`src/rtl/shift_seq_ctrl_if.sv`:
```
// Command and register-drive bundle for shift_seq_ctrl.
// master = command source plus the register's Q feedback; slave = the controller.
interface shift_seq_ctrl_if;
    logic       cmd_valid;
    logic       cmd_ready;
    logic [1:0] cmd_op;
    logic [2:0] cmd_cnt;
    logic [3:0] cmd_data;
    logic       cmd_fill;
    logic       cmd_dir;
    logic [3:0] q;
    logic       s1;
    logic       s0;
    logic [3:0] din;
    logic       dsr;
    logic       dsl;
    logic       busy;
    logic       done;

    modport master (
        output cmd_valid, cmd_op, cmd_cnt, cmd_data, cmd_fill, cmd_dir, q,
        input  cmd_ready, s1, s0, din, dsr, dsl, busy, done
    );

    modport slave (
        input  cmd_valid, cmd_op, cmd_cnt, cmd_data, cmd_fill, cmd_dir, q,
        output cmd_ready, s1, s0, din, dsr, dsl, busy, done
    );
endinterface

```
`src/rtl/shift_seq_ctrl.sv`:
```
// Command sequencer for a 4-bit universal shift register (LOAD / SHIFT / ROTATE).
// Define SHIFT_SEQ_ROTATE_EN to enable ROTATE; otherwise op 11 completes immediately.
module shift_seq_ctrl (
    input  logic             i_cp,
    input  logic             i_cr,
    shift_seq_ctrl_if.slave  bus
);
    typedef enum logic [1:0] {
        ST_IDLE  = 2'd0,
        ST_LOAD  = 2'd1,
        ST_SHIFT = 2'd2,
        ST_DONE  = 2'd3
    } state_t;

    state_t     r_state;
    logic [2:0] r_cnt;
    logic [1:0] r_sel;
    logic [3:0] r_din;
    logic       r_dsr;
    logic       r_dsl;
    logic       r_busy;
    logic       r_done;
    logic [2:0] w_cnt_sat;

    assign w_cnt_sat = (bus.cmd_cnt > 3'd4) ? 3'd4 : bus.cmd_cnt;

    // Gated by i_cr so the port drops the instant reset is asserted.
    assign bus.cmd_ready = (r_state == ST_IDLE) && !i_cr;
    assign bus.s1        = r_sel[1];
    assign bus.s0        = r_sel[0];
    assign bus.din       = r_din;
    assign bus.busy      = r_busy;
    assign bus.done      = r_done;

`ifdef SHIFT_SEQ_ROTATE_EN
    logic r_rot_dn;
    logic r_rot_up;

    // Rotation feeds back the live register end bit every cycle.
    assign bus.dsr = r_rot_dn ? bus.q[0] : r_dsr;
    assign bus.dsl = r_rot_up ? bus.q[3] : r_dsl;
`else
    logic w_unused;
    assign w_unused = ^{bus.q, bus.cmd_dir};
    assign bus.dsr  = r_dsr;
    assign bus.dsl  = r_dsl;
`endif

    always_ff @(posedge i_cp or posedge i_cr) begin
        if (i_cr) begin
            r_state <= ST_IDLE;
            r_cnt   <= 3'd0;
            r_sel   <= 2'b00;
            r_din   <= 4'd0;
            r_dsr   <= 1'b0;
            r_dsl   <= 1'b0;
            r_busy  <= 1'b0;
            r_done  <= 1'b0;
`ifdef SHIFT_SEQ_ROTATE_EN
            r_rot_dn <= 1'b0;
            r_rot_up <= 1'b0;
`endif
        end else begin
            case (r_state)
                ST_IDLE: begin
                    if (bus.cmd_valid) begin
                        r_busy <= 1'b1;
                        case (bus.cmd_op)
                            2'b00: begin
                                r_state <= ST_LOAD;
                                r_sel   <= 2'b11;
                                r_din   <= bus.cmd_data;
                            end
                            2'b01, 2'b10: begin
                                if (w_cnt_sat == 3'd0) begin
                                    r_state <= ST_DONE;
                                    r_done  <= 1'b1;
                                end else begin
                                    // Op encoding for the shifts equals the register mode select.
                                    r_state <= ST_SHIFT;
                                    r_cnt   <= w_cnt_sat;
                                    r_sel   <= bus.cmd_op;
                                    r_dsr   <= (bus.cmd_op == 2'b01) ? bus.cmd_fill : 1'b0;
                                    r_dsl   <= (bus.cmd_op == 2'b10) ? bus.cmd_fill : 1'b0;
                                end
                            end
                            default: begin
`ifdef SHIFT_SEQ_ROTATE_EN
                                if (w_cnt_sat == 3'd0) begin
                                    r_state <= ST_DONE;
                                    r_done  <= 1'b1;
                                end else begin
                                    r_state  <= ST_SHIFT;
                                    r_cnt    <= w_cnt_sat;
                                    r_sel    <= bus.cmd_dir ? 2'b10 : 2'b01;
                                    r_rot_up <= bus.cmd_dir;
                                    r_rot_dn <= !bus.cmd_dir;
                                end
`else
                                r_state <= ST_DONE;
                                r_done  <= 1'b1;
`endif
                            end
                        endcase
                    end
                end
                ST_LOAD: begin
                    r_state <= ST_DONE;
                    r_sel   <= 2'b00;
                    r_din   <= 4'd0;
                    r_done  <= 1'b1;
                end
                ST_SHIFT: begin
                    if (r_cnt == 3'd1) begin
                        r_state <= ST_DONE;
                        r_cnt   <= 3'd0;
                        r_sel   <= 2'b00;
                        r_dsr   <= 1'b0;
                        r_dsl   <= 1'b0;
                        r_done  <= 1'b1;
`ifdef SHIFT_SEQ_ROTATE_EN
                        r_rot_dn <= 1'b0;
                        r_rot_up <= 1'b0;
`endif
                    end else begin
                        r_cnt <= r_cnt - 3'd1;
                    end
                end
                ST_DONE: begin
                    r_state <= ST_IDLE;
                    r_done  <= 1'b0;
                    r_busy  <= 1'b0;
                end
                default: begin
                    r_state <= ST_IDLE;
                end
            endcase
        end
    end
endmodule

```
`src/flat_wrapper.sv`:
```
// flat-port wrapper written by rule: the top's interface ports become plain ports
module shift_seq_ctrl_flat 
  (i_cp, i_cr, bus_cmd_valid, bus_cmd_op, bus_cmd_cnt, bus_cmd_data, bus_cmd_fill, bus_cmd_dir, bus_q, bus_cmd_ready, bus_s1, bus_s0, bus_din, bus_dsr, bus_dsl, bus_busy, bus_done);
  shift_seq_ctrl_if bus_i ();
  input  logic i_cp;
  input  logic i_cr;
  input wire logic [$bits(bus_i.cmd_valid)-1:0] bus_cmd_valid;
  input wire logic [$bits(bus_i.cmd_op)-1:0] bus_cmd_op;
  input wire logic [$bits(bus_i.cmd_cnt)-1:0] bus_cmd_cnt;
  input wire logic [$bits(bus_i.cmd_data)-1:0] bus_cmd_data;
  input wire logic [$bits(bus_i.cmd_fill)-1:0] bus_cmd_fill;
  input wire logic [$bits(bus_i.cmd_dir)-1:0] bus_cmd_dir;
  input wire logic [$bits(bus_i.q)-1:0] bus_q;
  output wire logic [$bits(bus_i.cmd_ready)-1:0] bus_cmd_ready;
  output wire logic [$bits(bus_i.s1)-1:0] bus_s1;
  output wire logic [$bits(bus_i.s0)-1:0] bus_s0;
  output wire logic [$bits(bus_i.din)-1:0] bus_din;
  output wire logic [$bits(bus_i.dsr)-1:0] bus_dsr;
  output wire logic [$bits(bus_i.dsl)-1:0] bus_dsl;
  output wire logic [$bits(bus_i.busy)-1:0] bus_busy;
  output wire logic [$bits(bus_i.done)-1:0] bus_done;
  assign bus_i.cmd_valid = bus_cmd_valid;
  assign bus_i.cmd_op = bus_cmd_op;
  assign bus_i.cmd_cnt = bus_cmd_cnt;
  assign bus_i.cmd_data = bus_cmd_data;
  assign bus_i.cmd_fill = bus_cmd_fill;
  assign bus_i.cmd_dir = bus_cmd_dir;
  assign bus_i.q = bus_q;
  assign bus_cmd_ready = bus_i.cmd_ready;
  assign bus_s1 = bus_i.s1;
  assign bus_s0 = bus_i.s0;
  assign bus_din = bus_i.din;
  assign bus_dsr = bus_i.dsr;
  assign bus_dsl = bus_i.dsl;
  assign bus_busy = bus_i.busy;
  assign bus_done = bus_i.done;
  shift_seq_ctrl u_core (.i_cp(i_cp), .i_cr(i_cr), .bus(bus_i));
endmodule
```
`config.mk`:
```
export PLATFORM = sky130hd
export DESIGN_NAME = shift_seq_ctrl_flat
export DESIGN_NICKNAME = d
export VERILOG_FILES = /design/src/rtl/shift_seq_ctrl_if.sv /design/src/rtl/shift_seq_ctrl.sv /design/src/flat_wrapper.sv
export SDC_FILE = /design/constraint.sdc
export NUM_CORES = 1
export LEC_CHECK = 0
export CORE_UTILIZATION = 45
export CTS_CLUSTER_SIZE = 8
export DETAILED_ROUTE_END_ITERATION = 12
export DONT_BUFFER_PORTS = 1
export PLACE_DENSITY = 0.67
export SLEW_MARGIN = 20
export SYNTH_ARGS = -nofsm -noshare
export SYNTH_HDL_FRONTEND = slang
export SYNTH_SLANG_ARGS = --single-unit
```
`constraint.sdc`:
```
create_clock -name i_cp -period 2.1 [get_ports i_cp]
set_input_delay 0.315 -clock i_cp [delete_from_list [all_inputs] [get_ports i_cp]]
set_output_delay 0.315 -clock i_cp [all_outputs]
set_load 0.01 [all_outputs]
```
==> key figures <==
Status
  • Status: completed

Global routing
  • Vias in the first global route: 768
  • GRT Util Overall: 0.180
  • Initial antenna violation count: 0
  • Wire length of the first global-routing pass: 3.34 mm
  • Grt ovf: 0
  • Pin count of the biggest net entering global routing: 16

Worst setup path
  • CP max FO: 9
  • CP dominant cell by count: inv_1
  • Crit Path Class: register to register
  • Bufs and invs on worst path: 2
  • CP Data Required Time: 2.29 ns
  • Startpoint types: register
  • CP endpoint kind: register
  • CP max stage delay: 0.40 ns
  • Slowest CP cell: dfrtp_1
  • Arr. time, crit path: 1.98 ns
  • CP delay by family, top: compound AO/OA/AOI/OAI gates
  • CP cell instances: inv_1 > ha_1 > inv_1 > o22ai_4 > o21bai_1 > a221o_1

STA
  • Peak Freq: 0.558 GHz
  • Endpoints failing setup: 0
  • Period minus WS final: 1.79 ns
  • Max transition margin: 0.615
  • RSZ-0062 raised after global routing: false
  • Final Skew: 0.0145 ns
  • Final hold vios: 0
  • Slew Limit Fails: 0
  • Setup TNS: 0 ns
  • Worst-margin pin slew: 0.577 ns
  • Final period utilization: 0.853

Die
  • Core ar.: 2060 µm²
  • Die area: 2480 µm²
  • IO Pins: 29
  • Die Height: 49.8 µm
  • FP Rows: 16
  • Initial core utilization: 0.499
  • Die width: 49.8 µm

Clock network
  • CTS root buf: clkbuf_4
  • CTS Sinks: 15
  • Clk pin slew, worst setup/hold paths: 0.10 ns
  • TritonCTS clock tree: done
  • Clk buf depth: 2
  • CTS resizes: 0
  • Cts bufs inserted: 3
  • Worst skew pair latency: 0.29 ns
  • Number of setup buffers added after CTS: 0
  • H-tree depth: 1

Synth
  • Yosys top cell area share: 0.365
  • Yosys top cell by area: dfrtp_1
  • Syn Inst Count: 105
  • Sequential fraction of the synthesis area: 0.365
  • Ys flop type: dfrtp_1
  • EDFF count, synth: 0
  • Top cells by area, synth: dfrtp_1 (36%), ha_1 (17%), inv_1 (4.0%)
  • Syn Std Cell Area: 1030 µm²
  • Async SR Flop Fraction: 1.00
  • Post-synth top cells: dfrtp_1 (15), ha_1 (14), inv_1 (11)
  • Syn Area/Cell: 9.80 µm²
  • Post-synthesis register bit count: 15
  • Post-Syn Nets: 137
  • Distinct cell type count after synthesis: 35
  • Top-count cell post-synth: dfrtp_1
  • Synth warnings: 0

Power
  • Total Power: 1500 µW
  • Peak VDD IR: 0.476 mV
  • Pleak: 0.000529 µW
  • Total power divided by cell area: 1370 nW/µm²

Route
  • Initial DRT Pass Iterations: 4
  • DR WL/cell: 14.3 µm
  • Vias per cell: 5.80
  • DRC: 0
  • Vias: 789
  • Detailed Route WL: 1.94 mm
  • Final ANT Viol Nets: 0
  • DRT iter0 DRCs: 24

Layout
  • Filler cells: 197
  • Share of cells above drive strength 1: 0.0826
  • Area of the multi-input gates: 593 µm²
  • Antenna fix cells: 0
  • Area Growth Syn to Fin: 6.08%
  • Final layout net count: 142
  • FF+latch area: 375 µm²

Min path
  • HP Class: input port to register

Placed design
  • Input/output buffers: 0
  • DP HPWL: 1.53 mm
  • RePlAce Congestion: 0.777

Flow run
  • Max-Cap Viols: 0
-- worst register-to-register path: stages, from the launching register on --
cell,delay [ns]
dfrtp_1,0.40
inv_1,0.10
ha_1,0.28
inv_1,0.23
o22ai_4,0.15
o21bai_1,0.20
a221o_1,0.35
-- registers in the layout (all words and copies together), names as in the netlist --
name / cells
u_core.bus.done: 1
u_core.bus.busy: 1
u_core.bus.dsr: 1
u_core.r_state: 2
u_core.bus.dsl: 1
u_core.bus.din: 4
u_core.r_cnt: 3
u_core.r_sel: 2
-- metal layers --
metal | share of wire | up-vias | global-route usage | wire length (µm)
li1 | - | 388 | - | -
met1 | 0.45 | 378 | 0.210 | 868
met2 | 0.49 | 18 | 0.304 | 948
met3 | 0.038 | 5 | 0.0370 | 74
met4 | 0.024 | 0 | 0.100 | 46
met5 | 0 | - | 0 | 0
-- placed cells by master (no fill, tap or decap), types with 2 or more instances in the layout --
cell type  count
clkbuf_4       3
a22o_1         2
a221o_1        3
a21o_1         3
o21ai_0        6
nor3_1         3
nand2_1       10
nor2_1         6
mux2i_1        2
nor4_1         2
nor3b_1        2
inv_1         11
a22oi_1        3
dfrtp_1       15
and3_1         2
ha_1          14
o31ai_1        2
-- kinds of logic (layout without fill, tap and decap cells) --
logic type,Yosys count,count (layout),synth area share
AO/OA/AOI/OAI,29,29,0.221
adder cells (fa/ha/maj),14,14,0.170
buffers and inverters,14,18,0.0584
flip-flops,15,15,0.365
multiplexers,4,4,0.0450
AND/OR/NAND/NOR,29,29,0.140
-- area by class of cell --
type                            instances  share of cell area
Inverter                               12              0.0413
Clock buffer                            4              0.0241
Sequential cell                        15               0.344
Multi-Input combinational cell         76               0.544
Tap cell                               27              0.0310
Timing Repair Buffer                    2              0.0161
-- per-stage QoR --
stage	cell area (µm²)	instances	setup WS, ns	hold WS (ns)	util
finish	1090	136	0.309	0.198	0.529
CTS	1090	136	0.306	0.192	0.529
global route	1090	136	0.144	0.208	0.529
floorplan	1030	105	0.489	0.216	-
global placement	1050	131	0.322	0.294	0.512
detailed placement	1050	131	0.323	0.306	0.512
-- what timing repair did --
item                                   CTS  global route
setup endpoints to repair                0             0
endpoints found under the hold margin   15             0
hold buffers                             1             0
-- path summary, 6_finish.rpt --
check | endpoint | startpoint | depth (start not counted) | slack [ns]
min in group asynchronous | u_core.bus.din[1] | i_cr | 2 | 0.51
worst max-delay path | u_core.r_sel[1] | u_core.r_state[0] | 6 | 0.31
worst min register to register | u_core.r_cnt[1] | u_core.r_cnt[1] | 1 | 0.53
worst max register to register | u_core.r_sel[1] | u_core.r_state[0] | 6 | 0.31
max in group asynchronous | u_core.r_sel[0] | i_cr | 2 | 1.20
worst min-delay path | u_core.bus.din[0] | bus_cmd_data[0] | 1 | 0.20
-- where the power goes --
part           switching [µW]  leakage, µW  internal [µW]
Sequential                130     0.000193            409
Combinational             436     0.000320            350
Clock                    97.2    0.0000150           73.9
Total                     663     0.000529            833
Power figures use the tool's default switching activity.
